File: config.mk
export PLATFORM = sky130hd
export DESIGN_NAME = rom_scan_ctrl
export DESIGN_NICKNAME = d
export VERILOG_FILES = /design/src/rtl/rom_scan_pkg.sv /design/src/rtl/rom_scan_fifo2.sv /design/src/rtl/rom_scan_ctrl.sv
export SDC_FILE = /design/constraint.sdc
export NUM_CORES = 1
export LEC_CHECK = 0
export ABC_AREA = 1
export ABC_CLOCK_PERIOD_IN_PS = 1800
export BUFFER_PORTS_ARGS = -buffer_cell sky130_fd_sc_hd__buf_2
export CAP_MARGIN = 25
export CORE_MARGIN = 5
export CORE_UTILIZATION = 40
export CTS_BUF_LIST = sky130_fd_sc_hd__clkbuf_4 sky130_fd_sc_hd__clkbuf_8
export DETAILED_ROUTE_END_ITERATION = 8
export GPL_TIMING_DRIVEN = 0
export PLACE_DENSITY_LB_ADDON = 0.1
export REMOVE_ABC_BUFFERS = 1
export SKIP_CTS_REPAIR_TIMING = 1
export SYNTH_ARGS = -nofsm -noshare
export SYNTH_HDL_FRONTEND = slang
export SYNTH_SLANG_ARGS = --single-unit
File: constraint.sdc
create_clock -name clk -period 1.8 [get_ports clk]
set_input_delay 0.09 -clock clk [delete_from_list [all_inputs] [get_ports clk]]
set_output_delay 0.09 -clock clk [all_outputs]
set_load 0.03 [all_outputs]
File: src/rtl/rom_scan_pkg.sv
// rom_scan_pkg
//   Shared constants, FSM state type and the JPEG zigzag table for the
//   ROM scan controller. The helper scan_addr() maps a scan sequence
//   number k to a ROM address for either scan order.
package rom_scan_pkg;

  localparam int ROM_DEPTH = 64;
  localparam int ADDR_W    = 6;
  localparam int DATA_W    = 8;

  localparam logic [ADDR_W-1:0] LAST_K = ADDR_W'(ROM_DEPTH - 1);

  typedef enum logic [1:0] {
    ST_IDLE  = 2'd0,
    ST_RUN   = 2'd1,
    ST_DRAIN = 2'd2
  } state_t;

  // ZZ_TABLE[k] = natural (raster) address of the k-th coefficient in
  // JPEG zigzag order.
  localparam logic [ADDR_W-1:0] ZZ_TABLE [ROM_DEPTH] = '{
    6'd0,  6'd1,  6'd8,  6'd16, 6'd9,  6'd2,  6'd3,  6'd10,
    6'd17, 6'd24, 6'd32, 6'd25, 6'd18, 6'd11, 6'd4,  6'd5,
    6'd12, 6'd19, 6'd26, 6'd33, 6'd40, 6'd48, 6'd41, 6'd34,
    6'd27, 6'd20, 6'd13, 6'd6,  6'd7,  6'd14, 6'd21, 6'd28,
    6'd35, 6'd42, 6'd49, 6'd56, 6'd57, 6'd50, 6'd43, 6'd36,
    6'd29, 6'd22, 6'd15, 6'd23, 6'd30, 6'd37, 6'd44, 6'd51,
    6'd58, 6'd59, 6'd52, 6'd45, 6'd38, 6'd31, 6'd39, 6'd46,
    6'd53, 6'd60, 6'd61, 6'd54, 6'd47, 6'd55, 6'd62, 6'd63
  };

  function automatic logic [ADDR_W-1:0] scan_addr(input logic zz,
                                                  input logic [ADDR_W-1:0] k);
    return zz ? ZZ_TABLE[k] : k;
  endfunction

endpackage

File: src/rtl/rom_scan_fifo2.sv
// rom_scan_fifo2
//   Two-entry data/index buffer. The head entry is a register and drives
//   the streaming outputs directly, so output data is always registered.
//   Ports:
//     clk, rst            clock, synchronous active-high reset
//     push, push_data,    write one {data, idx} entry
//     push_idx
//     pop                 remove the head entry
//     head_data, head_idx current head entry (valid when count != 0)
//     count               number of stored entries (0..2)
module rom_scan_fifo2
  import rom_scan_pkg::*;
(
  input  logic              clk,
  input  logic              rst,
  input  logic              push,
  input  logic [DATA_W-1:0] push_data,
  input  logic [ADDR_W-1:0] push_idx,
  input  logic              pop,
  output logic [DATA_W-1:0] head_data,
  output logic [ADDR_W-1:0] head_idx,
  output logic [1:0]        count
);

  logic [DATA_W-1:0] tail_data;
  logic [ADDR_W-1:0] tail_idx;

  always_ff @(posedge clk) begin
    if (rst) begin
      head_data <= '0;
      head_idx  <= '0;
      tail_data <= '0;
      tail_idx  <= '0;
      count     <= 2'd0;
    end else begin
      case ({push, pop})
        2'b10: begin
          if (count == 2'd0) begin
            head_data <= push_data;
            head_idx  <= push_idx;
            count     <= 2'd1;
          end else if (count == 2'd1) begin
            tail_data <= push_data;
            tail_idx  <= push_idx;
            count     <= 2'd2;
          end
        end
        2'b01: begin
          if (count == 2'd2) begin
            head_data <= tail_data;
            head_idx  <= tail_idx;
            count     <= 2'd1;
          end else if (count == 2'd1) begin
            count <= 2'd0;
          end
        end
        2'b11: begin
          // Simultaneous write and read keeps occupancy unchanged.
          if (count == 2'd2) begin
            head_data <= tail_data;
            head_idx  <= tail_idx;
            tail_data <= push_data;
            tail_idx  <= push_idx;
          end else begin
            head_data <= push_data;
            head_idx  <= push_idx;
            count     <= 2'd1;
          end
        end
        default: ;
      endcase
    end
  end

endmodule

File: src/rtl/rom_scan_ctrl.sv
// rom_scan_ctrl
//   Scans all 64 bytes of a registered-read ROM in raster or JPEG zigzag
//   order and streams them out with a valid/ready handshake.
//
//   state    | meaning
//   ---------+------------------------------------------------------
//   ST_IDLE  | waiting for start
//   ST_RUN   | issuing ROM addresses k = 0..63
//   ST_DRAIN | all addresses issued, buffer still holds beats
//
//   Ports:
//     clk, rst                 clock, synchronous active-high reset
//     start, zigzag            begin a scan / scan order (sampled in IDLE)
//     rom_a, rom_d             ROM address out, ROM data in (1-cycle read)
//     out_data, out_idx,       streamed byte, its sequence number k,
//     out_last, out_valid      last-beat flag, valid
//     out_ready                consumer accept
//     busy, done               scan in progress / completion pulse
module rom_scan_ctrl
  import rom_scan_pkg::*;
(
  input  logic              clk,
  input  logic              rst,
  input  logic              start,
  input  logic              zigzag,
  output logic [ADDR_W-1:0] rom_a,
  input  logic [DATA_W-1:0] rom_d,
  output logic [DATA_W-1:0] out_data,
  output logic [ADDR_W-1:0] out_idx,
  output logic              out_valid,
  input  logic              out_ready,
  output logic              out_last,
  output logic              busy,
  output logic              done
);

  state_t            state, state_n;
  logic [ADDR_W-1:0] issue_k;
  logic [ADDR_W-1:0] flight_k;
  logic              zz_mode;
  logic              in_flight;
  logic              issue;
  logic              done_n;
  logic              pop;
  logic [1:0]        fifo_count;
  logic [2:0]        occ_after;

  assign pop       = out_valid & out_ready;
  assign out_valid = (fifo_count != 2'd0);
  assign out_last  = out_valid && (out_idx == LAST_K);
  assign busy      = (state != ST_IDLE);
  assign rom_a     = scan_addr(zz_mode, issue_k);

  // Occupancy the buffer will have once this cycle's read lands and this
  // cycle's pop leaves; counting the pop lets issue continue every cycle
  // while the consumer keeps up, yet a stalled consumer never overflows.
  assign occ_after = {1'b0, fifo_count} + {2'b00, in_flight} - {2'b00, pop};

  always_ff @(posedge clk) begin
    if (rst) begin
      state <= ST_IDLE;
      done  <= 1'b0;
    end else begin
      state <= state_n;
      done  <= done_n;
    end
  end

  always_comb begin
    state_n = state;
    done_n  = 1'b0;
    issue   = 1'b0;
    case (state)
      ST_IDLE: begin
        if (start) state_n = ST_RUN;
      end
      ST_RUN: begin
        issue = (occ_after < 3'd2);
        if (issue && (issue_k == LAST_K)) state_n = ST_DRAIN;
      end
      ST_DRAIN: begin
        if (pop && out_last) begin
          state_n = ST_IDLE;
          done_n  = 1'b1;
        end
      end
      default: state_n = ST_IDLE;
    endcase
  end

  always_ff @(posedge clk) begin
    if (rst) begin
      issue_k   <= '0;
      flight_k  <= '0;
      zz_mode   <= 1'b0;
      in_flight <= 1'b0;
    end else begin
      in_flight <= issue;
      if (issue) flight_k <= issue_k;
      if ((state == ST_IDLE) && start) begin
        issue_k <= '0;
        zz_mode <= zigzag;
      end else if (issue && (issue_k != LAST_K)) begin
        issue_k <= issue_k + 1'b1;
      end
    end
  end

  rom_scan_fifo2 u_fifo (
    .clk       (clk),
    .rst       (rst),
    .push      (in_flight),
    .push_data (rom_d),
    .push_idx  (flight_k),
    .pop       (pop),
    .head_data (out_data),
    .head_idx  (out_idx),
    .count     (fifo_count)
  );

endmodule

Yosys cells after proc, flatten, opt, wreduce, memory -nomap -nowiden
Memory sizes are Yosys's and may differ from the RTL's.
Index checks and enable logic that the tools add are counted.
{"block": "classes", "magnitude_cmp": 2, "shifts": 0, "div_mod_pow": 0, "bitwise_logic": 3, "mux": 31, "n_eq_ne": 21, "multipliers": 0, "reduce_logical": 17, "addsub": 3}
{"cell": "2-to-1 mux 6 bit", "count": 9}
{"cell": "2-to-1 mux 8 bit", "count": 6}
{"cell": "case mux 8 bit (3 select lines)", "count": 1}
{"cell": "case mux 6 bit (3 select lines)", "count": 1}
{"cell": "2-to-1 mux 2 bit", "count": 8}
{"cell": "case mux 8 bit (2 select lines)", "count": 1}
{"cell": "equality test 6 bit, second input constant", "count": 2}
{"cell": "case mux 2 bit (3 select lines)", "count": 2}
{"cell": "case mux 6 bit (2 select lines)", "count": 1}
{"cell": "inequality test 2 bit, second input constant", "count": 5}
{"cell": "equality test 2 bit, second input constant", "count": 4}
{"cell": "inequality test 2 x 1 -> 1 bit, second input constant", "count": 4}
{"cell": "AND reduction 4 bit", "count": 2}
{"cell": "greater-or-equal comparator 7 bit, second input constant", "count": 1}
{"cell": "inverter 6 -> 7 bit", "count": 1}
{"cell": "adder 6 x 1 -> 6 bit, second input constant", "count": 1}
{"cell": "equality test 2 x 1 -> 1 bit, second input constant", "count": 3}
{"cell": "inequality test 3 x 1 -> 1 bit, second input constant", "count": 2}
{"cell": "inequality test 6 bit, second input constant", "count": 1}
{"cell": "AND reduction 3 bit", "count": 2}
{"cell": "nonzero test 2 bit", "count": 3}
{"cell": "logical AND 1 bit", "count": 5}
{"cell": "zero test 2 bit", "count": 2}
{"cell": "OR reduction 2 bit", "count": 2}
{"cell": "other kinds (7)", "count": 8}
{"block": "totals", "inputBits": 13, "latchBits": 0, "memories": 1, "rom_bits": 384, "mem_bits_rw": 0, "output_inout_bits": 24, "regBits": 47}
{"name": "(name not given)", "depth": 64, "word_bits": 6, "read_ports": 1, "rd_clocked_by_memory_dff": 0, "write_ports": 0, "line_no": "rom_scan_pkg.sv:34", "source": "return zz ? ZZ_TABLE[k] : k;"}

Longest topological paths before layout
{"block": "logic_depth", "ltp_word": 7, "ltp_mapped": 13, "ltp_nobuf": 13}

By module
Synthesis repeated with hierarchy kept, for this count alone.
{"block": "hier_totals", "hier_cells": 507, "hier_area_um2": 3296.9}
{"module": "rom_scan_ctrl", "area_each_um2": 1752.9, "cells_per_inst": 277, "seq_area_each_um2": 340.3, "n_inst": 1}
{"module": "rom_scan_fifo2", "area_each_um2": 1544.0, "cells_per_inst": 230, "seq_area_each_um2": 600.6, "n_inst": 1}

Worst setup path after synthesis
Ideal clock, no wire load.
{"block": "synth_path", "path_kind": "flip-flop to flip-flop", "start": "register u_fifo.count[1]", "end": "register flight_k[0]", "path_stages_with_launch": 10, "slack_ns": -0.189, "setup_time_ns": 0.122, "period_less_slack_ns": 1.989, "t_arrival_ns": 1.867, "n_path_buf": 0, "cell_sequence": "dfxtp_1 > nand2_2 > nor2_4 > o21ai_0 > fa_1 > nand2_1 > nor2_1 > nand2_1 > o21ai_0 > a21oi_1"}
{"block": "synth_between", "elab_chain_len": 5, "elab_cells_between_ends": 6, "classes_between": "2 x add/sub; 1 x order compare; 1 x mux; 1 x bitwise; 1 x reduce/logical"}
{"item": "start: declaration", "line_no": "rom_scan_fifo2.sv:22", "source": "output logic [1:0] count"}
{"item": "start signal: assignment", "line_no": "rom_scan_fifo2.sv:34", "source": "count <= 2'd0;"}
{"item": "start signal: assignment", "line_no": "rom_scan_fifo2.sv:41", "source": "count <= 2'd1;"}
{"item": "start signal: assignment", "line_no": "rom_scan_fifo2.sv:45", "source": "count <= 2'd2;"}
{"item": "branches (longest 2 deep; another with adder 2 x 1 -> 3 bit)"}
{"item": "subtractor 3 x 1 -> 3 bit (*)", "line_no": "rom_scan_ctrl.sv:57", "source": "assign occ_after = {1'b0, fifo_count} + {2'b00, in_flight} - {2'b00, pop};"}
{"item": "less-than comparator 3 x 2 -> 1 bit (*)", "line_no": "rom_scan_ctrl.sv:78", "source": "issue = (occ_after < 3'd2);"}
{"item": "2-to-1 mux 1 bit (*)", "line_no": "rom_scan_ctrl.sv:73", "source": "case (state)"}
{"item": "end signal: assignment", "line_no": "rom_scan_ctrl.sv:99", "source": "if (issue) flight_k <= issue_k;"}
{"item": "end: declaration", "line_no": "rom_scan_ctrl.sv:39", "source": "logic [ADDR_W-1:0] flight_k;"}
Every way passes the cells marked *.
A chain may end at the register's enable or synchronous reset.

Worst setup path in the final report
{"block": "layout_path", "start": "register u_fifo.count[0]", "end": "register flight_k[0]"}
Same word-level chain as after synthesis.

==> summary.md <==
| Metric | Value |
|---|---|
| Unrepaired setup endpoints after global routing | `true` |
| Final setup violation count | `20` |
| Die area | `9267 sq um` |
| Status | `finished, violations left` |
| I/O Buffers | `36` |
| Final antenna diode count | `0` |
| Post-Syn Area | `2977 sq um` |
| Startpoint Class | `flip-flop` |
| Pint | `1.647 mW` |
| Reg clk slew, reported paths | `80 ps` |
| Least-Margin Pin Slew | `683.7 ps` |
| CP Class | `flip-flop to flip-flop` |
| Layout area overhead | `28.92%` |
| Commonest cells after routing, fill and taps aside | `nand2_1, nand3_1, nor2_1, inv_1, dfxtp_1` |
| Final Max Tran Viols | `0` |
| Cell Count, Final, Fillers Out | `631` |
| Horiz. Die Dim | `96.27 microns` |
| Die Y | `96.27 microns` |
| # rows | `31` |
| Seq/Total Area, Yosys | `0.3161` |
| CTS buffer count | `5` |
| Via-per-instance ratio | `5.033` |
| Gpl congestion | `0.8799` |
| Total core area | `7253 sq um` |
| Pre-CTS WS | `-745.5 ps` |
| WHS | `55.03 ps` |
| Detailed Route Iter0 Violations | `135` |
| Clk Tree Root Cell | `clkbuf_8` |
| Slew Limit Headroom | `0.5442` |
| Peak supply drop | `0.3106 mV` |
| Combinational Power Share | `0.186` |
| Pwr Density | `596.5 nW/um^2` |
| Average cell area after synthesis | `6.280 sq um` |
| Total negative slack | `-2821 ps` |
| Worst-path maximum fanout | `8` |
| Ys Warns | `0` |
| Fmax | `0.5024 GHz` |
| Cell Chain, Critical Path | `inv_4, nand2_4, nor2_4, o21ai_2, fa_2, nand2_2, nor2_4, nand2_4, o21ai_1, a21oi_1` |
| Hold Crit Class | `input pin to flip-flop` |
| Seq cells post-synth | `47` |
| Clock Power Share | `0.328` |
| Tot GR Track Use | `0.1668` |
| # Max-Cap Violations | `0` |
| Commonest non-fill, non-tap cell in the layout | `nand2_1` |
| Cells after Synth | `474` |
| Final worst setup slack | `-190.4 ps` |
| FILL cells | `751` |
| P_leak | `1.711 nW` |
| Sw Pwr | `0.6421 mW` |
| Total power | `2.289 mW` |
| Antenna-violating nets left | `0` |
| Final Hold Vio Count | `0` |
| Final #Nets | `562` |
| CTS Sinks | `47` |
| Htree depth | `2` |
| Detailed Routing Iterations Pass 1 | `5` |
| Worst clock skew | `9.872 ps` |
| Distinct cell type count after synthesis | `28` |
| Vias | `3176` |
| Minimum clock period | `1990 ps` |
| Share of layout cells above drive strength 1 | `0.2575` |
| Critical-path top delay cell | `fa_2` |
| Initial antenna violation count | `0` |
| I/O Pins | `37` |
| Detailed Route WL | `8411 microns` |
| Critical path required time | `1990 ps` |
| WP data arrival | `2180 ps` |
| DP Cell Count | `585` |
| CP Capture Type | `flip-flop` |
| Switch share | `0.2805` |
| Largest net degree at the start of global routing | `37` |
| Drt drc | `0` |
| CTS tree | `yes` |
| Avg WL per Cell | `13.33 microns` |
| Clock latency on the worst-skew pair | `290 ps` |
| Clock Path Buffers | `2` |
| DP HPWL | `5016 microns` |
| First-pass GRT wire length | `12450 microns` |
| Vias in the first global route | `2659` |
| Failing checks | `setup timing` |
| Sequential power share | `0.486` |
| Period utilisation layout | `1.106` |
| Max incr delay on CP | `600 ps` |
| Grt total ovfl | `0` |
| Initial Utilization | `0.4104` |
==> path summary, 6_finish.rpt <==
check | depth (start not counted) | slack (ps) | from | endpoint
setup reg to reg | 10 | -190 | u_fifo.count[0] | flight_k[0]
hold / removal | 3 | 60 | rom_d[5] | u_fifo.tail_data[5]
setup / recovery | 10 | -190 | u_fifo.count[0] | flight_k[0]
hold reg to reg | 1 | 420 | state[0] | done
==> synth_stat cells <==
library cell  count  area (sq um)
nor3_1            1         5.000
nand4_1           3         18.77
buf_4             5         37.54
buf_1             1         3.750
o211ai_1          8         60.06
a21oi_1          34         170.2
clkbuf_1         10         37.54
nand3_1          58         290.3
o22ai_1           2         12.51
nor2_2            2         12.51
ha_1             16         200.2
inv_2             3         11.26
fa_1              1         20.02
a21oi_4           1         16.27
inv_1            45         168.9
clkinv_1          1         3.750
nor4_1            2         12.51
o21ai_0          22         110.1
o21a_1            1         7.510
xor2_1            1         8.760
nand2_2           3         18.77
a31oi_1           1         6.260
nor2_4            1         11.26
dfxtp_1          47         940.9
buf_2             6         30.03
nor2_1           51         191.4
nand2_1         146         548.0
buf_6             2         22.52
==> worst max-delay path: cells and delay by family, from the launching register on <==
family                     cells  cell delay (ps)
adders and majority gates      1              600
buffers and inverters          1               80
DFF                            1              360
and+or+nand+nor                5              580
AOI/OAI and AO/OA              3              280
==> flip-flops by register name (all words and copies together), names as in the netlist, 2 cells and up <==
name / flops
flight_k: 6
issue_k: 6
state: 2
u_fifo.count: 2
u_fifo.head_data: 8
u_fifo.head_idx: 6
u_fifo.tail_data: 8
u_fifo.tail_idx: 6
==> power by group through the flow <==
stage	logic, mW	registers, mW	clock network [mW]
after floorplan	0.193	1.18	0
after global placement	0.337	1.15	0
after detailed placement	0.340	1.15	0
after CTS	0.341	1.12	0.779
after global routing	0.474	1.12	0.810
final	0.425	1.11	0.750
==> metrics by stage <==
step	utilization	cell area [sq um]
2_1_floorplan	-	2845
3_3_place_gp	0.4342	3149
3_5_place_dp	0.4342	3149
4_1_cts	0.4489	3256
5_1_grt	0.5291	3837
6_report	0.5291	3837
==> kinds of logic (layout without fill, tap and decap cells) <==
kind of cell,count (synthesis),in the layout,share of synthesized area
and+or+nand+nor,267,268,0.3724
buffers and inverters,73,129,0.1059
adders and majority gates,17,17,0.07398
AOI/OAI and AO/OA,69,70,0.1286
DFF,47,47,0.3161
xor gates and xnor gates,1,1,0.002943
==> cell type report <==
cell class | count | area (sq um) | share of cell area
Sequential cell | 47 | 968.4 | 0.2524
Inverter | 49 | 205.2 | 0.05347
Timing Repair Buffer | 73 | 499.2 | 0.1301
Multi-Input combinational cell | 356 | 1934 | 0.5041
Clock buffer | 6 | 76.32 | 0.01989
Clock inverter | 1 | 30.03 | 0.007825
Tap cell | 99 | 123.9 | 0.03228
==> routing by layer <==
| metal | part of all wire | vias to the layer above | global-route usage |
|---|---|---|---|
| li1 | - | 1641 | - |
| met3 | 0.053 | 6 | 0.02580 |
| met2 | 0.46 | 80 | 0.2605 |
| met4 | 0.0087 | 0 | 0.03318 |
| met1 | 0.48 | 1449 | 0.2419 |
| met5 | 0 | - | 0 |
(Power assumes the default switching activity.)
